File: config.mk
export PLATFORM = sky130hd
export DESIGN_NAME = mmio_responder
export DESIGN_NICKNAME = d
export VERILOG_FILES = /design/src/rtl/mmio_responder.sv
export SDC_FILE = /design/constraint.sdc
export NUM_CORES = 1
export LEC_CHECK = 0
export ABC_AREA = 1
export CORE_MARGIN = 8
export CORE_UTILIZATION = 48
export DETAILED_ROUTE_END_ITERATION = 10
export PLACE_DENSITY = 0.75
export SETUP_SLACK_MARGIN = 0.05
export SKIP_CTS_REPAIR_TIMING = 1
export SLEW_MARGIN = 40
export SYNTH_ARGS = -nofsm -noshare
export SYNTH_HDL_FRONTEND = slang
export SYNTH_SLANG_ARGS = --single-unit
File: constraint.sdc
create_clock -name clk -period 1.5 [get_ports clk]
set_clock_uncertainty 0.15 [all_clocks]
set_input_delay 0.3 -clock clk [delete_from_list [all_inputs] [get_ports clk]]
set_output_delay 0.3 -clock clk [all_outputs]
set_load 0.01 [all_outputs]
File: src/rtl/mmio_responder.sv
// mmio_responder: 16-word MMIO window (LED, HEX, KEY, KEYEDGE, timer) beside bram16.
// Optional macro MMIO_KEY_SYNC_EN adds a 2-flop synchronizer in front of the KEY logic.
module mmio_responder #(
    parameter int                    ADDR_WIDTH = 9,
    parameter logic [ADDR_WIDTH-1:0] MMIO_BASE  = 9'h1F0,
    parameter logic [15:0]           TMR_RESET  = 16'hFFFF
) (
    input  logic                  clk,
    input  logic                  rst,
    input  logic                  en,
    input  logic                  we,
    input  logic [ADDR_WIDTH-1:0] addr,
    input  logic [15:0]           din,
    output logic [15:0]           dout,
    output logic                  hit_q,
    input  logic [3:0]            key_n,
    output logic [9:0]            ledr,
    output logic [15:0]           hex_val,
    output logic                  timer_irq
);

    localparam logic [3:0] OFF_LED    = 4'd0;
    localparam logic [3:0] OFF_HEX    = 4'd1;
    localparam logic [3:0] OFF_KEY    = 4'd2;
    localparam logic [3:0] OFF_KEDGE  = 4'd3;
    localparam logic [3:0] OFF_COUNT  = 4'd4;
    localparam logic [3:0] OFF_CTRL   = 4'd5;
    localparam logic [3:0] OFF_PERIOD = 4'd6;

    logic        hit;
    logic        rd;
    logic        wr;
    logic [3:0]  off;
    logic [15:0] rdata;
    logic [3:0]  key_cur;
    logic [3:0]  key_press;
    logic        tick;

    logic [15:0] dout_q, dout_d;
    logic        hit_q_q, hit_q_d;
    logic [9:0]  led_q, led_d;
    logic [15:0] hex_q, hex_d;
    logic [3:0]  kedge_q, kedge_d;
    logic [15:0] count_q, count_d;
    logic [15:0] period_q, period_d;
    logic        tmr_en_q, tmr_en_d;
    logic        wrap_q, wrap_d;
    logic [3:0]  key_prev_q, key_prev_d;

`ifdef MMIO_KEY_SYNC_EN
    logic [3:0] sync1_q, sync1_d;
    logic [3:0] sync2_q, sync2_d;

    // Two-stage synchronizer; the second stage feeds the KEY logic
    always_comb begin
        sync1_d = key_n;
        sync2_d = sync1_q;
        key_cur = sync2_q;
    end

    // Synchronizer flops reset to released (all high)
    always_ff @(posedge clk) begin
        if (rst) begin
            sync1_q <= 4'hF;
            sync2_q <= 4'hF;
        end else begin
            sync1_q <= sync1_d;
            sync2_q <= sync2_d;
        end
    end
`else
    // Raw key inputs feed the KEY logic directly
    always_comb begin
        key_cur = key_n;
    end
`endif

    // Address decode and press detection (high-to-low on key_n)
    always_comb begin
        hit       = en & (addr[ADDR_WIDTH-1:4] == MMIO_BASE[ADDR_WIDTH-1:4]);
        off       = addr[3:0];
        rd        = hit & ~we;
        wr        = hit & we;
        key_press = key_prev_q & ~key_cur;
        tick      = tmr_en_q & (count_q == period_q);
    end

    // Read mux over current register values
    always_comb begin
        rdata = 16'h0000;
        case (off)
            OFF_LED:    rdata = {6'd0, led_q};
            OFF_HEX:    rdata = hex_q;
            OFF_KEY:    rdata = {12'd0, ~key_cur};
            OFF_KEDGE:  rdata = {12'd0, kedge_q};
            OFF_COUNT:  rdata = count_q;
            OFF_CTRL:   rdata = {14'd0, wrap_q, tmr_en_q};
            OFF_PERIOD: rdata = period_q;
            default:    rdata = 16'h0000;
        endcase
    end

    // Next-state logic: register writes, W1C flags, timer and read response
    always_comb begin
        led_d      = led_q;
        hex_d      = hex_q;
        period_d   = period_q;
        tmr_en_d   = tmr_en_q;
        key_prev_d = key_cur;
        kedge_d    = kedge_q;
        wrap_d     = wrap_q;
        count_d    = count_q;

        if (wr) begin
            case (off)
                OFF_LED:    led_d    = din[9:0];
                OFF_HEX:    hex_d    = din;
                OFF_PERIOD: period_d = din;
                OFF_CTRL:   tmr_en_d = din[0];
                default:    ;
            endcase
        end

        // A new press survives a simultaneous clear of the same bit
        if (wr && off == OFF_KEDGE) begin
            kedge_d = kedge_q & ~din[3:0];
        end
        kedge_d = kedge_d | key_press;

        // A wrap in the same cycle survives a W1C clear
        if (wr && off == OFF_CTRL && din[1]) begin
            wrap_d = 1'b0;
        end
        wrap_d = wrap_d | tick;

        // A software load of COUNT takes precedence over counting
        if (wr && off == OFF_COUNT) begin
            count_d = din;
        end else if (tmr_en_q) begin
            count_d = tick ? 16'h0000 : count_q + 16'd1;
        end

        hit_q_d = rd;
        dout_d  = rd ? rdata : dout_q;
    end

    // State registers
    always_ff @(posedge clk) begin
        if (rst) begin
            dout_q     <= 16'h0000;
            hit_q_q    <= 1'b0;
            led_q      <= 10'h000;
            hex_q      <= 16'h0000;
            kedge_q    <= 4'h0;
            count_q    <= 16'h0000;
            period_q   <= TMR_RESET;
            tmr_en_q   <= 1'b0;
            wrap_q     <= 1'b0;
            key_prev_q <= 4'hF;
        end else begin
            dout_q     <= dout_d;
            hit_q_q    <= hit_q_d;
            led_q      <= led_d;
            hex_q      <= hex_d;
            kedge_q    <= kedge_d;
            count_q    <= count_d;
            period_q   <= period_d;
            tmr_en_q   <= tmr_en_d;
            wrap_q     <= wrap_d;
            key_prev_q <= key_prev_d;
        end
    end

    // Output mapping
    always_comb begin
        dout      = dout_q;
        hit_q     = hit_q_q;
        ledr      = led_q;
        hex_val   = hex_q;
        timer_irq = wrap_q;
    end

endmodule

==> results of run 1 <==
-- worst max path at each step --
stage,startpoint,end,slack (ns),cells past startpoint
6_report,count_q[0],count_q[13],-0.11,8
4_1_cts,hex_val[8],hex_val[8],-0.31,1
5_1_grt,count_q[12],count_q[3],-0.18,9
3_3_place_gp,addr[3],dout[9],-0.57,9
2_1_floorplan,count_q[1],count_q[10],0.05,9
3_5_place_dp,addr[3],dout[9],-0.59,9
-- stage by stage --
step / cells / setup slack, ns / total power [mW] / area [um^2] / hold WS, ns
2_1_floorplan: 670 / 0.0533 / 2.45 / 4540 / 0.247
3_3_place_gp: 911 / -0.567 / 2.63 / 5940 / 0.303
3_5_place_dp: 911 / -0.595 / 2.64 / 5940 / 0.308
4_1_cts: 927 / -0.307 / 4.25 / 6140 / 0.196
5_1_grt: 948 / -0.175 / 4.37 / 6930 / 0.224
6_report: 948 / -0.105 / 4.24 / 6930 / 0.216
-- cell families (layout without fill, tap and decap cells) --
kind of cell	Yosys count	count (layout)	synth area share, %
adder cells (fa/ha/maj)	1	1	0.278
AND/OR/NAND/NOR	307	309	29.5
AO/OA/AOI/OAI	151	151	19.4
flip-flops	85	85	37.8
XOR/XNOR	12	12	2.33
buffers and inverters	114	279	10.7
-- Yosys cell counts, types with 9 or more instances --
library cell  instances  share of area, %
nand3_1              34               3.8
nand2_2              11               1.5
dfxtp_1              85                38
clkbuf_1              9              0.75
a21oi_1              50               5.6
nand2_1             159                13
xor2_1                9               1.8
o21ai_2              10               1.9
a21oi_2              10               1.9
nor2_1               80               6.7
inv_1                72               6.0
o21ai_0              63               7.0
inv_2                16               1.3
-- worst min-delay path, delay by kind of cell --
family,cells,cell delay (ns)
and+or+nand+nor,1,0.07
buffers and inverters,3,0.33
-- registers in the layout, summed over array words and instances (netlist names) --
name and flops:
key_prev_q 4, period_q 16, count_q 16, tmr_en_q 1, kedge_q 4, dout 16, hit_q 1, timer_irq 1
ledr 10, hex_val 16
-- cell type report --
class,instances,area (um^2)
fillers,635,2220
inverters,89,358
repair buffers,174,1770
multi-input cells,473,2710
clock buffers,9,124
clock inverters,7,73.8
well taps,111,139
flip-flops and latches,85,1760
-- layer usage --
metal,GRT usage [%],vias to the layer above
li1,-,2483
met1,30.2,2419
met2,35.9,252
met3,4.31,44
met4,7.37,0
met5,0,-
-- report_power, final --
group	internal, mW	switching (mW)	leakage [nW]	total (mW)
logic	0.145	0.180	2.92	0.325
clock network	0.654	1.00	0.101	1.66
registers	2.25	0.00748	0.692	2.26
total	3.05	1.19	3.71	4.24
==> results_dict.tcl, run 1 <==
set metrics [dict create \
    fin_nets 866 \
    viasPerCell 5.48 \
    rsz0062_at_grt "yes" \
    crit_family "simple AND/OR/NAND/NOR gates" \
    fin_crit_sh_pct 107 \
    ios 77 \
    yosysWarnings 0 \
    critPathKind "reg -> reg" \
    required_ns 1.67 \
    area_delta_synth_final_pct 53.9 \
    leakagePower_nw 3.71 \
    period_minus_slack_ns 1.61 \
    fmax_ghz 0.623 \
    fp-row-count 35 \
    wl_met3_mm 1.27 \
    critical_path.max_fanout 4 \
    hpwl_mm 11.1 \
    port_buffers 76 \
    grt_max_degree 55 \
    critPathLaunchType "flip-flop" \
    hp-start "rst" \
    min_path_cells 4 \
    antenna_found_initial 0 \
    cts.sinks 85 \
    synth.distinct_cells 35 \
    wirelength_met1_mm 6.82 \
    syn-cell-area_mm2 0.00450 \
    drive_above_1_share_pct 34.8 \
    dr.max_layer_used "met4" \
    grt_pass1_wl_mm 23.5 \
    grt_pass1_vias 4820 \
    rr_worst_depth 8 \
    slowest_delay_ns 0.40 \
    synth-main-ff-cell "dfxtp_1" \
    setup_tns_ns -1.08 \
    finalWorstSetupSlack_ns -0.105 \
    synth_edf_count 0 \
    tightest_slew_ns 0.332 \
    n_antenna_cell 0 \
    crit_buf_inv 2 \
    routed_wl_mm 15.9 \
    violations "negative setup slack" \
    critPathArrivalTime_ns 1.77 \
    grt_usage_pct 22.6 \
    most-common-layout-cells "nand2_1 (127), buf_4 (83), nor2_1 (65), o21ai_0 (59)" \
    cts_root_buffer "clkbuf_8" \
    wl_per_cell_um 16.8 \
    final_common_cell "nand2_1" \
    critPathCaptureType "flip-flop" \
    max_slew_margin_pct 77.9 \
    fp.coreArea_mm2 0.00915 \
    min_path_type "in -> reg" \
    reg2reg_to "count_q[13]" \
    drt_iter0_drc 441 \
    path_cells "buf_4, nand3_4, nor2_4, buf_6, nand3_2, xor2_1, nand3_2, a21oi_2" \
    hold_path_end "key_prev_q[1]" \
    syn_nets 704 \
    drcViolationCount 0 \
    dr.pass1.iters 5 \
    timing.reg2reg.setup_slack_ns -0.11 \
    clock_path_buffers 2 \
    cts_made_buffers 9 \
    ant_nets 0 \
    die_y_um 113 \
    irDropWorstVdd_mv 0.540 \
    yosysSeqAreaShare_pct 37.8 \
    clk_latency_ns 0.38 \
    power_density_mw_per_mm2 612 \
    gp_congestion 1.03 \
    syn_avg_cell_area_um2 6.72 \
    crit_top_cell "nand3_2" \
    cts_tree "yes" \
    ys_ff_latch 85 \
    drv_slew 0 \
    vias 5198 \
    utilization_pct 75.7 \
    initial_core_util_pct 49.2 \
    r2r_start "count_q[0]" \
    dieArea_mm2 0.0127 \
    synthCells 670 \
    outcome "complete, but fails checks" \
    drv_cap 0 \
    fp.dieW_um 113 \
    met2_wirelength_mm 7.40 \
    hold_violations 0 \
    path_clk_slew_ns 0.11 \
    async_flop_share_pct 0 \
    grt-ovfl-total 0 \
    htreeDepth 3 \
    crit_slowest_cell "dfxtp_4" \
    finalSetupViolCount 17 \
]
No activity file was read; power rests on OpenSTA's default activity.
==> run 2: changes to the inputs <==
--- a/config.mk
+++ b/config.mk
@@ -6,13 +6,14 @@
 export NUM_CORES = 1
 export LEC_CHECK = 0
 export ABC_AREA = 1
+export CELL_PAD_IN_SITES_DETAIL_PLACEMENT = 2
+export CELL_PAD_IN_SITES_GLOBAL_PLACEMENT = 2
 export CORE_MARGIN = 8
-export CORE_UTILIZATION = 48
+export CORE_UTILIZATION = 26
 export DETAILED_ROUTE_END_ITERATION = 10
 export PLACE_DENSITY = 0.75
 export SETUP_SLACK_MARGIN = 0.05
 export SKIP_CTS_REPAIR_TIMING = 1
-export SLEW_MARGIN = 40
 export SYNTH_ARGS = -nofsm -noshare
 export SYNTH_HDL_FRONTEND = slang
 export SYNTH_SLANG_ARGS = --single-unit
==> run 2 against run 1 <==
The flow still finishes with violations (negative setup slack). Routed wire length is 50% higher. First-iteration DRC count shrank 56%. Register-to-register slack got worse by 0.20 ns. Non-clock buffer count rose by 25. Via count grew 4.5%. Sequential power about the same. Critical path type unchanged.
==> results_dict.tcl, run 2 (synthesis results as in run 1) <==
set metrics [dict create \
    outcome "complete, but fails checks" \
    violations "negative setup slack" \
    wl_per_cell_um 22.0 \
    critPathArrivalTime_ns 1.89 \
    cts_root_buffer "clkbuf_16" \
    place_inst 1041 \
    cts_made_buffers 9 \
    grt-ovfl-total 0 \
    most-common-layout-cells "nand2_1 (108), buf_4 (94), nor2_1 (63), o21ai_0 (58), dfxtp_1 (58)" \
    period_minus_slack_ns 1.81 \
    initial_core_util_pct 26.3 \
    port_buffers 76 \
    reg2reg_to "count_q[7]" \
    p_comb_share_pct 7.5 \
    finalWorstSetupSlack_ns -0.308 \
    die_y_um 148 \
    final_common_cell "nand2_1" \
    fp.dieW_um 148 \
    nFillCells 1914 \
    power_frac_seq_pct 43.6 \
    drive_above_1_share_pct 41.5 \
    p_int_mw 3.89 \
    irDropWorstVdd_mv 0.712 \
    critPathCaptureType "flip-flop" \
    clk_latency_ns 0.36 \
    power_frac_clock_pct 48.9 \
    p_total_mw 5.16 \
    power_density_mw_per_mm2 668 \
    grt_pass1_wl_mm 32.0 \
    drv_slew 0 \
    fin_nets 889 \
    p_sw_mw 1.27 \
    finalSetupViolCount 17 \
    fmax_ghz 0.553 \
    min_path_type "in -> reg" \
    htreeDepth 3 \
    rr_worst_depth 10 \
    grt_max_degree 33 \
    cts.sinks 85 \
    max_slew_margin_pct 69.1 \
    grt_pass1_vias 5872 \
    viasPerCell 5.00 \
    regArea_mm2 0.00178 \
    clock_path_buffers 2 \
    drt_iter0_drc 193 \
    critPathLaunchType "flip-flop" \
    fp-row-count 48 \
    ios 77 \
    vias 5430 \
    crit_top_cell "nand2_1" \
    antenna_found_initial 0 \
    slowest_delay_ns 0.39 \
    hold_violations 0 \
    dr.pass1.iters 4 \
    fin_crit_sh_pct 121 \
    area_delta_synth_final_pct 71.3 \
    drcViolationCount 0 \
    routed_wl_mm 23.9 \
    cp-startpoint "count_q[1]" \
    gp_congestion 0.827 \
    dieArea_mm2 0.0218 \
    multi_input_area_mm2 0.00289 \
    rsz0062_at_grt "yes" \
    netSwitchingFraction_pct 24.7 \
    path_cells "inv_2, nand2_2, nand2_1, nor2_1, nand2_1, nor2_2, nand3_2, clkbuf_16, nand3_4, a21oi_2" \
    required_ns 1.58 \
    drv_cap 0 \
    leakagePower_nw 4.07 \
    n_antenna_cell 0 \
    tightest_slew_ns 0.464 \
    hpwl_mm 15.6 \
    crit_slowest_cell "dfxtp_4" \
    ant_nets 0 \
    fp.coreArea_mm2 0.0171 \
    layout.cells.non_filler 1085 \
    endpoint "count_q[7]" \
    grt_usage_pct 18.9 \
    critPathKind "reg -> reg" \
    timing.reg2reg.setup_slack_ns -0.31 \
    path_clk_slew_ns 0.07 \
    r2r_start "count_q[1]" \
    cts_tree "yes" \
    critical_path.max_fanout 5 \
]
[run 2: worst min path at each step]
stage | startpoint | end | slack [ns] | cells past startpoint
after floorplan | key_n[1] | key_prev_q[1] | 0.25 | 2
after global placement | dout[13] | dout[13] | 0.31 | 2
after detailed placement | dout[11] | dout[11] | 0.31 | 2
after CTS | rst | key_prev_q[2] | 0.26 | 4
after global routing | rst | key_prev_q[2] | 0.29 | 4
final | rst | key_prev_q[2] | 0.27 | 4
[run 2: cell type report]
class | instances | share of cell area, %
Multi-Input combinational cell | 471 | 37.5
Sequential cell | 85 | 23.0
Clock inverter | 6 | 1.22
Inverter | 89 | 4.80
Clock buffer | 10 | 2.97
Tap cell | 225 | 3.65
Timing Repair Buffer | 199 | 26.9
[run 2: routing by layer]
layer  vias up  part of all wire [%]  GRT usage, %
li1       2523                     -             -
met1      2699                    37          19.7
met4         0                   4.6          7.24
met5         -                     0             0
met2       140                    55          36.1
met3        68                   3.8          4.00
[run 2: metrics by stage]
stage          utilization [%]  cell area (um^2)  setup TNS, ns  setup slack, ns  hold slack, ns
6_report                  45.1              7720          -3.80           -0.308           0.274
5_1_grt                   45.1              7720          -5.13           -0.374           0.289
4_1_cts                   38.3              6550         -27.80           -0.340           0.255
3_5_place_dp              36.4              6230         -46.19           -0.707           0.309
3_3_place_gp              36.4              6230         -40.66           -0.634           0.307
2_1_floorplan                -              4540              0           0.0533           0.247
[run 2: power groups by stage]
| stage | clock network (mW) | logic [mW] | registers (mW) |
|---|---|---|---|
| floorplan | 0 | 0.119 | 2.33 |
| global placement | 0 | 0.330 | 2.33 |
| detailed placement | 0 | 0.343 | 2.33 |
| CTS | 2.57 | 0.347 | 2.28 |
| global route | 2.65 | 0.411 | 2.25 |
| finish | 2.52 | 0.388 | 2.25 |
[run 2: worst max-delay path: cells and delay by family (launching register included)]
family,cells,cell delay (ns)
buffers and inverters,2,0.27
and+or+nand+nor,7,0.81
DFF,1,0.39
AOI/OAI and AO/OA,1,0.06
